$ cat config.mk
export PLATFORM = sky130hd
export DESIGN_NAME = tan_share_arbiter
export DESIGN_NICKNAME = d
export VERILOG_FILES = /design/src/rtl/tan_share_arbiter.sv
export SDC_FILE = /design/constraint.sdc
export NUM_CORES = 1
export LEC_CHECK = 0
export ABC_AREA = 0
export CAP_MARGIN = 25
export CORE_MARGIN = 2
export CORE_UTILIZATION = 57
export DETAILED_ROUTE_END_ITERATION = 6
export DONT_BUFFER_PORTS = 1
export GPL_TIMING_DRIVEN = 1
export PLACE_DENSITY = 0.82
export SYNTH_ARGS = -nofsm -noshare
export SYNTH_HDL_FRONTEND = slang
export SYNTH_SLANG_ARGS = --single-unit
$ cat constraint.sdc
create_clock -name clk -period 1.85 [get_ports clk]
set_clock_uncertainty 0.05 [all_clocks]
set_input_delay 0.185 -clock clk [delete_from_list [all_inputs] [get_ports clk]]
set_output_delay 0.185 -clock clk [all_outputs]
set_load 0.01 [all_outputs]
$ cat src/rtl/tan_share_arbiter.sv
// tan_share_arbiter: round-robin front end that shares one tangent unit
// among N requesters. It latches the winner's operand, runs the
// start/busy/ready handshake, aborts a hung operation after TIMEOUT
// cycles and hands the result back with a one-cycle one-hot ack.
module tan_share_arbiter #(
  parameter int N       = 4,
  parameter int W       = 16,
  parameter int TIMEOUT = 1024
) (
  input  logic                 clk,
  input  logic                 rst,
  input  logic [N-1:0]         req,
  input  logic [N*W-1:0]       req_x,
  output logic [N-1:0]         ack,
  output logic                 err,
  output logic [W-1:0]         res_y,
  output logic [$clog2(N)-1:0] grant_id,
  output logic                 ctl_busy,
  output logic                 tan_start,
  output logic [W-1:0]         tan_x,
  input  logic                 tan_busy,
  input  logic                 tan_ready,
  input  logic [W-1:0]         tan_y
);

  localparam int GW = $clog2(N);
  localparam int CW = (TIMEOUT > 1) ? $clog2(TIMEOUT) : 1;
  localparam logic [CW-1:0] CNT_MAX = CW'(TIMEOUT - 1);
  localparam logic [GW-1:0] LAST_RST = GW'(N - 1);

  typedef enum logic [1:0] {
    S_IDLE  = 2'd0,
    S_START = 2'd1,
    S_RUN   = 2'd2,
    S_DONE  = 2'd3
  } state_t;

  state_t        state_q, state_d;
  logic [N-1:0]  ack_q, ack_d;
  logic          err_q, err_d;
  logic [W-1:0]  res_y_q, res_y_d;
  logic [GW-1:0] grant_id_q, grant_id_d;
  logic          ctl_busy_q, ctl_busy_d;
  logic          tan_start_q, tan_start_d;
  logic [W-1:0]  tan_x_q, tan_x_d;
  logic [GW-1:0] last_grant_q, last_grant_d;
  logic [CW-1:0] cnt_q, cnt_d;

  // Round-robin pick: first pending request after last_grant, wrapping.
  // The sum is one bit wider so non-power-of-two N wraps correctly.
  logic [GW-1:0] pick;
  logic          pick_vld;
  logic [GW:0]   sum;
  logic [GW-1:0] idx;
  always_comb begin
    pick     = '0;
    pick_vld = 1'b0;
    sum      = '0;
    idx      = '0;
    for (int k = 1; k <= N; k++) begin
      sum = {1'b0, last_grant_q} + (GW+1)'(k);
      if (sum >= (GW+1)'(N)) sum = sum - (GW+1)'(N);
      idx = sum[GW-1:0];
      if (!pick_vld && req[idx]) begin
        pick     = idx;
        pick_vld = 1'b1;
      end
    end
  end

  // Operand mux for the picked requester.
  logic [W-1:0] pick_x;
  always_comb begin
    pick_x = '0;
    for (int i = 0; i < N; i++) begin
      if (pick == GW'(i)) pick_x = req_x[i*W +: W];
    end
  end

  // Next-state and registered-output logic for the handshake sequencer.
  always_comb begin
    state_d      = state_q;
    ack_d        = '0;
    err_d        = 1'b0;
    res_y_d      = res_y_q;
    grant_id_d   = grant_id_q;
    tan_start_d  = tan_start_q;
    tan_x_d      = tan_x_q;
    last_grant_d = last_grant_q;
    cnt_d        = cnt_q;

    case (state_q)
      S_IDLE: begin
        if (pick_vld) begin
          grant_id_d  = pick;
          tan_x_d     = pick_x;
          cnt_d       = '0;
          tan_start_d = 1'b1;
          state_d     = S_START;
        end
      end

      S_START: begin
        if (cnt_q == CNT_MAX) begin
          // Unit never acknowledged the start: abort with err.
          state_d             = S_DONE;
          res_y_d             = '0;
          err_d               = 1'b1;
          ack_d[grant_id_q]   = 1'b1;
          tan_start_d         = 1'b0;
          last_grant_d        = grant_id_q;
        end else begin
          cnt_d = cnt_q + 1'b1;
          if (tan_busy) begin
            tan_start_d = 1'b0;
            state_d     = S_RUN;
          end
        end
      end

      S_RUN: begin
        // Busy was already seen high, so any ready here belongs to this op.
        if (!tan_busy && tan_ready) begin
          state_d           = S_DONE;
          res_y_d           = tan_y;
          ack_d[grant_id_q] = 1'b1;
          last_grant_d      = grant_id_q;
        end else if (cnt_q == CNT_MAX) begin
          state_d           = S_DONE;
          res_y_d           = '0;
          err_d             = 1'b1;
          ack_d[grant_id_q] = 1'b1;
          tan_start_d       = 1'b0;
          last_grant_d      = grant_id_q;
        end else begin
          cnt_d = cnt_q + 1'b1;
        end
      end

      S_DONE: begin
        state_d = S_IDLE;
      end

      default: begin
        state_d     = S_IDLE;
        tan_start_d = 1'b0;
      end
    endcase

    ctl_busy_d = (state_d != S_IDLE);
  end

  // State and output registers; reset abandons any operation in flight.
  always_ff @(posedge clk or posedge rst) begin
    if (rst) begin
      state_q      <= S_IDLE;
      ack_q        <= '0;
      err_q        <= 1'b0;
      res_y_q      <= '0;
      grant_id_q   <= '0;
      ctl_busy_q   <= 1'b0;
      tan_start_q  <= 1'b0;
      tan_x_q      <= '0;
      last_grant_q <= LAST_RST;
      cnt_q        <= '0;
    end else begin
      state_q      <= state_d;
      ack_q        <= ack_d;
      err_q        <= err_d;
      res_y_q      <= res_y_d;
      grant_id_q   <= grant_id_d;
      ctl_busy_q   <= ctl_busy_d;
      tan_start_q  <= tan_start_d;
      tan_x_q      <= tan_x_d;
      last_grant_q <= last_grant_d;
      cnt_q        <= cnt_d;
    end
  end

  assign ack       = ack_q;
  assign err       = err_q;
  assign res_y     = res_y_q;
  assign grant_id  = grant_id_q;
  assign ctl_busy  = ctl_busy_q;
  assign tan_start = tan_start_q;
  assign tan_x     = tan_x_q;

endmodule

; ---- After elaboration in Yosys (flattened, before gate mapping)
; Index checks and enable logic that the tools add are counted.
[word_totals]
register_bits = 55
input_bits = 88
wordCells = 111
[classes]
addsub = 9
n_lt_le_gt_ge = 10
n_eq_ne = 11
mux = 54
reduce_logical = 17
[op_table]
columns = op, n
row1 = 16-bit two-way mux, 6
row2 = 16-bit case mux with 2 select lines, 1
row3 = 10-bit two-way mux, 3
row4 = 2-bit two-way mux, 15
row5 = 10-bit case mux with 3 select lines, 1
row6 = 1-bit two-way mux, 16
row7 = 2-bit by 3-bit < comparator with 1-bit output (second input constant), 5
row8 = 3-bit greater-or-equal comparator (second input constant), 4
row9 = 10-bit by 1-bit adder with 10-bit output (second input constant), 1
row10 = 10-bit == test (second input constant), 1
row11 = 1-bit binary-select mux with 2-bit select, 4
row12 = 2-bit == test (second input constant), 4
row13 = 4-bit two-way mux, 2
row14 = 2-bit case mux with 4 select lines, 1
row15 = 4-bit case mux with 2 select lines, 1
row16 = 2-bit by 1-bit subtractor with 2-bit output (second input constant), 4
row17 = 2-bit by 2-bit adder with 3-bit output (second input constant), 2
row18 = 2-bit != test (second input constant), 3
row19 = 1-bit logical AND, 5
row20 = 5-bit AND reduction, 1
row21 = 2-bit by 1-bit == test with 1-bit output (second input constant), 2
row22 = 1-bit zero test, 4
row23 = 2-bit zero test, 2
row24 = 2-bit case mux with 2 select lines, 1
row25 = other kinds (11), 12

; ---- Logic depth before layout (Yosys ltp)
[logic_depth]
word_depth = 20
mapped_depth = 8
depth_no_buf = 7

; ---- Worst setup path before layout
; OpenSTA, ideal clock, no wires.
[synth_path]
kind = reg2reg
from = register state_q[0]
to = register cnt_q[2]
t_arrival_ns = 1.777
t_required_ns = 1.672
path_slack_ns = -0.105
path_stages_with_launch = 8
synth_period_minus_slack_ns = 1.955
cell_sequence = dfrtp_1 inv_1 ha_1 and3b_2 a211oi_2 nor2b_1 clkbuf_1 nor2_1
[synth_between]
elab_chain_cells = 3
elab_cells_between_ends = 8
[synth_lines]
columns = element, line_no
row1 = "start, declared", 38  ; state_t state_q, state_d;
row2 = "start signal, assigned", 167  ; state_q <= state_d;
row3 = 2-bit == test (tied with other cells), 92  ; case (state_q)
row4 = 2-bit != test (no line) or 3-bit nonzero test (tied branches), -
row5 = 3-bit AND reduction (no line), -
row6 = "end signal, assigned", 176  ; cnt_q <= cnt_d;
row7 = "end, declared", 47  ; logic [CW-1:0] cnt_q, cnt_d;
; Parallel ways exist; a longest one is shown, timed or not.
; A chain may end at the register's enable or synchronous reset.

; ---- Worst setup path after layout
[layout_path]
from = register last_grant_q[1]
to = register tan_x_q[2] (netlist: tan_x[2])
[layout_between]
elab_chain_cells = 20
elab_cells_between_ends = 47
[layout_lines]
columns = element, line_no
row1 = "start, declared", 46  ; logic [GW-1:0] last_grant_q, last_grant_d;
row2 = "start signal, assigned", 175  ; last_grant_q <= last_grant_d;
row3 = 2-bit by 1-bit adder with 3-bit output, 61  ; sum = {1'b0, last_grant_q} + (GW+1)'(k);
row4 = 3-bit greater-or-equal comparator or 2-bit by 1-bit subtractor with 2-bit output (tied branches), 62  ; if (sum >= (GW+1)'(N)) sum = sum - (GW+1)'(N);
row5 = 2-bit two-way mux, 62
row6 = 1-bit binary-select mux with 2-bit select, 64  ; if (!pick_vld && req[idx]) begin
row7 = 1-bit two-way mux (not written as such), 64
row8 = 1-bit two-way mux, 64
row9 = 1-bit zero test, 64
row10 = 1-bit logical AND, 64
row11 = 1-bit two-way mux, 64
row12 = 1-bit zero test, 64
row13 = 1-bit logical AND, 64
row14 = 1-bit two-way mux, 64
row15 = 1-bit zero test, 64
row16 = 1-bit logical AND, 64
row17 = 2-bit two-way mux, 64
row18 = 2-bit zero test, 76  ; if (pick == GW'(i)) pick_x = req_x[i*W +: W];
row19 = 16-bit two-way mux (4 in a row), 76
row20 = "end signal, assigned", 174  ; tan_x_q <= tan_x_d;
row21 = "end, declared", 45  ; logic [W-1:0] tan_x_q, tan_x_d;
; Parallel ways exist; a longest one is shown, timed or not. The select of a mux whose other input is x is not followed.

==> metrics.md <==
| Metric | Value |
|---|---|
| Psw | `~2.2 mW` |
| Worst hold margin | `~0.035 ns` |
| Status | `complete, but fails checks` |
| FF+latch count, synth | `55` |
| Final antenna-violating net count | `0` |
| Max Transition Viols Final | `0` |
| Core Area | `4750 um2` |
| Synth unique cells | `42` |
| Synth warnings | `0` |
| DP Wirelength | `4460 um` |
| Combinational power share | `between 40% and 50%` |
| Tcrit/Tclk final | `104%` |
| WL per Instance | `21.5 um` |
| Fin nets | `approximately 390` |
| Number of global-route vias before repair | `around 2100` |
| Synth-to-Final Area Change | `28.7%` |
| CP peak stage delay | `between 0.6 and 0.7 ns` |
| Full die area | `between 5000 and 6000 um2` |
| Worst Hold Class | `in2reg` |
| Lkg Pwr | `1.57 nW` |
| Share of cells above drive strength 1 | `a little under 30%` |
| Most frequent cell on the critical path | `mux2i_1` |
| Worst-Margin Slew | `0.552 ns` |
| Syn nets | `roughly 350` |
| Minimum clock period | `about 1.9 ns` |
| Filler cells | `302` |
| Final hold viol count | `0` |
| Cts bufs inserted | `5` |
| Post-Syn Area per Cell | `approximately 11 um2` |
| Post-synthesis sequential area ratio | `between 40% and 50%` |
| Setup TNS | `-0.619 ns` |
| Required @ worst endpoint | `just under 2 ns` |
| Router iterations before antenna repair | `4` |
| # IOs | `approximately 130` |
| Post-route cell area | `around 3600 um2` |
| Reg2Reg Setup Slack | `-0.08 ns` |
| Max-slew headroom | `a little over three fifths` |
| Worst IR drop on VDD | `around 0.8 mV` |
| Final non-filler cell total | `approximately 360` |
| Reg clk slew, reported paths | `about 0.10 ns` |
| Rows | `25` |
| Residual DRC count | `0` |
| Routed vias/inst | `roughly 6.5` |
| Initial DRC Count | `between 150 and 200` |
| N_diodes | `0` |
| RSZ-0062 raised after global routing | `true` |
| Global-route wire length before repair | `between 10000 and 15000 um` |
| Top_reg_cell synth | `dfrtp_1` |
| CTS Sinks | `55` |
| Cell Area, Placed | `~3000 um2` |
| Cells along the critical path | `mux2i_1 -> o221a_4 -> buf_12 -> buf_16 -> mux2i_1 -> o221ai_1` |
| Width of the die | `~74 um` |
| Fmax | `roughly 520 MHz` |
| Initial core utilization | `between 50% and 60%` |
| Setup crit end kind | `flop` |
| Sw Share | `between 30% and 40%` |
| Core Util, Final | `between 70% and 80%` |
| Worst-path fanout max | `8` |
| Ys async rst share | `between 90% and 100%` |
| Clock root buffer master | `clkbuf_8` |
| Die span in y | `between 70 and 80 um` |
| Final worst slack | `-0.0782 ns` |
| H-tree depth | `2` |
| Final setup fails | `22` |
| Remaining global-route overflow | `0` |
| Initial antenna violation count | `0` |
| Final total power | `roughly 5.7 mW` |
| Dpl cells | `320` |
| Startpoint types | `flop` |
| Failing checks | `negative setup slack` |
| Port Buffers | `0` |
| Worst-case clock buffer depth | `2` |
| CP Class | `reg2reg` |
| Internal power | `around 3.5 mW` |
| Max-Cap Viols | `0` |
| GRT Resource Usage Total | `about a quarter` |
| Vias | `~2300` |
| Slowest CP cell | `dfstp_2` |
| GP Congestion | `~0.81` |
| Crit path DAT | `~2.1 ns` |
| Worst skew pair latency | `between 0.3 and 0.4 ns` |
| Share of power burned in registers | `between 40% and 50%` |
| TritonCTS clock tree | `yes` |
| Largest net degree at the start of global routing | `28` |
| Syn Inst Count | `approximately 260` |
| EDFF count, synth | `0` |
| DRT Wirelength | `~8000 um` |
| Pwr/cell area | `roughly 1600 nW/um2` |
| Clk pwr share | `14.5%` |
| Pre-CTS setup slack | `-0.0307 ns` |
| Post-synthesis cell area | `approximately 2800 um2` |
[synth_stat cells, types with 2 or more instances]
cell | instances | area (um2)
nand2_1 | 32 | 120
o31ai_1 | 2 | 15.0
buf_2 | 8 | 40.0
nand4_1 | 5 | 31.3
inv_1 | 6 | 22.5
clkbuf_1 | 3 | 11.3
xor2_1 | 7 | 61.3
dfrtp_1 | 53 | 1330
buf_4 | 2 | 15.0
nor2_1 | 13 | 48.8
mux2i_1 | 33 | 330
o32ai_1 | 2 | 17.5
mux2_2 | 2 | 22.5
a21oi_1 | 4 | 20.0
nor4_1 | 2 | 12.5
nand3_1 | 7 | 35.0
nor2b_1 | 4 | 25.0
nor3_1 | 2 | 10.0
nand2b_1 | 4 | 25.0
dfstp_2 | 2 | 52.6
buf_6 | 3 | 33.8
ha_1 | 6 | 75.1
a22o_1 | 16 | 140
o221ai_1 | 16 | 140
o21ai_0 | 4 | 20.0
[registers in the layout (all words and copies together) (netlist names)]
name          cells
res_y            16
tan_x            16
cnt_q            10
ack               4
grant_id          2
last_grant_q      2
state_q           2
ctl_busy          1
err               1
tan_start         1
[cell type report]
class	count	area [um2]	share of cell area [%]
Clock buffer	6	82.6	2.27
Clock inverter	2	35.0	0.965
Inverter	6	22.5	0.620
Multi-Input combinational cell	180	1520	41.9
Sequential cell	55	1380	38.0
Tap cell	67	83.8	2.31
Timing Repair Buffer	46	508	14.0
[placed cells by master, fill, tap and decap left out, drive strengths merged, types with 5 or more instances in the layout]
cell type / n
clkbuf: 6
dfrtp: 53
buf: 29
inv: 6
nand2: 32
nor2: 13
o21ai: 5
a22o: 16
nand3: 7
ha: 6
nand4: 6
dlygate4sd3: 17
mux2i: 33
xor2: 7
o221ai: 16
[critical path: cells and delay by family, from the launching register on]
kind	cells	cell delay, ns
DFF	1	0.61
muxes	2	0.45
AOI/OAI and AO/OA	2	0.43
buffers and inverters	2	0.26
[logic make-up after synthesis]
family,Yosys count,share of synthesized area (%)
DFF,55,48.8
xor gates and xnor gates,8,2.48
AOI/OAI and AO/OA,49,14.3
adders and majority gates,6,2.66
muxes,35,12.5
buffers and inverters,22,4.34
and+or+nand+nor,80,14.9
[timing repair]
action,4_1_cts,5_1_grt
gates cloned,3,3
endpoints found under the hold margin,39,0
pin swaps,8,16
endpoints found under the setup margin,29,49
buffers inserted,8,4
gates resized for setup,11,40
hold buffers,17,0
[path summary, 6_finish.rpt]
kind                            depth (start not counted)            start         to
worst min-delay path                                    2        req_x[49]   tan_x[1]
max in group asynchronous                               3              rst  res_y[12]
worst max register to register                          6  last_grant_q[1]   tan_x[2]
min in group asynchronous                               2              rst  res_y[14]
worst min register to register                          2         cnt_q[1]   cnt_q[1]
worst max-delay path                                    6  last_grant_q[1]   tan_x[2]
[metal layers]
layer  GRT usage [%]  wire length [um]  share of wire (%)  up-vias
li1                -                 -                  -     1026
met1            33.8              2970                 38     1159
met5               0                 0                  0        -
met4            6.15               142                1.8        0
met3            7.32               753                9.7       20
met2            40.3              3910                 50      139
[power groups by stage]
stage | logic, mW | registers [mW] | clock network [mW]
finish | 2.59 | 2.29 | 0.828
global route | 2.76 | 2.34 | 0.885
CTS | 2.22 | 2.26 | 0.840
detailed placement | 1.80 | 2.27 | 0
global placement | 1.73 | 2.27 | 0
floorplan | 1.47 | 2.16 | 0
Power figures use the tool's default switching activity.
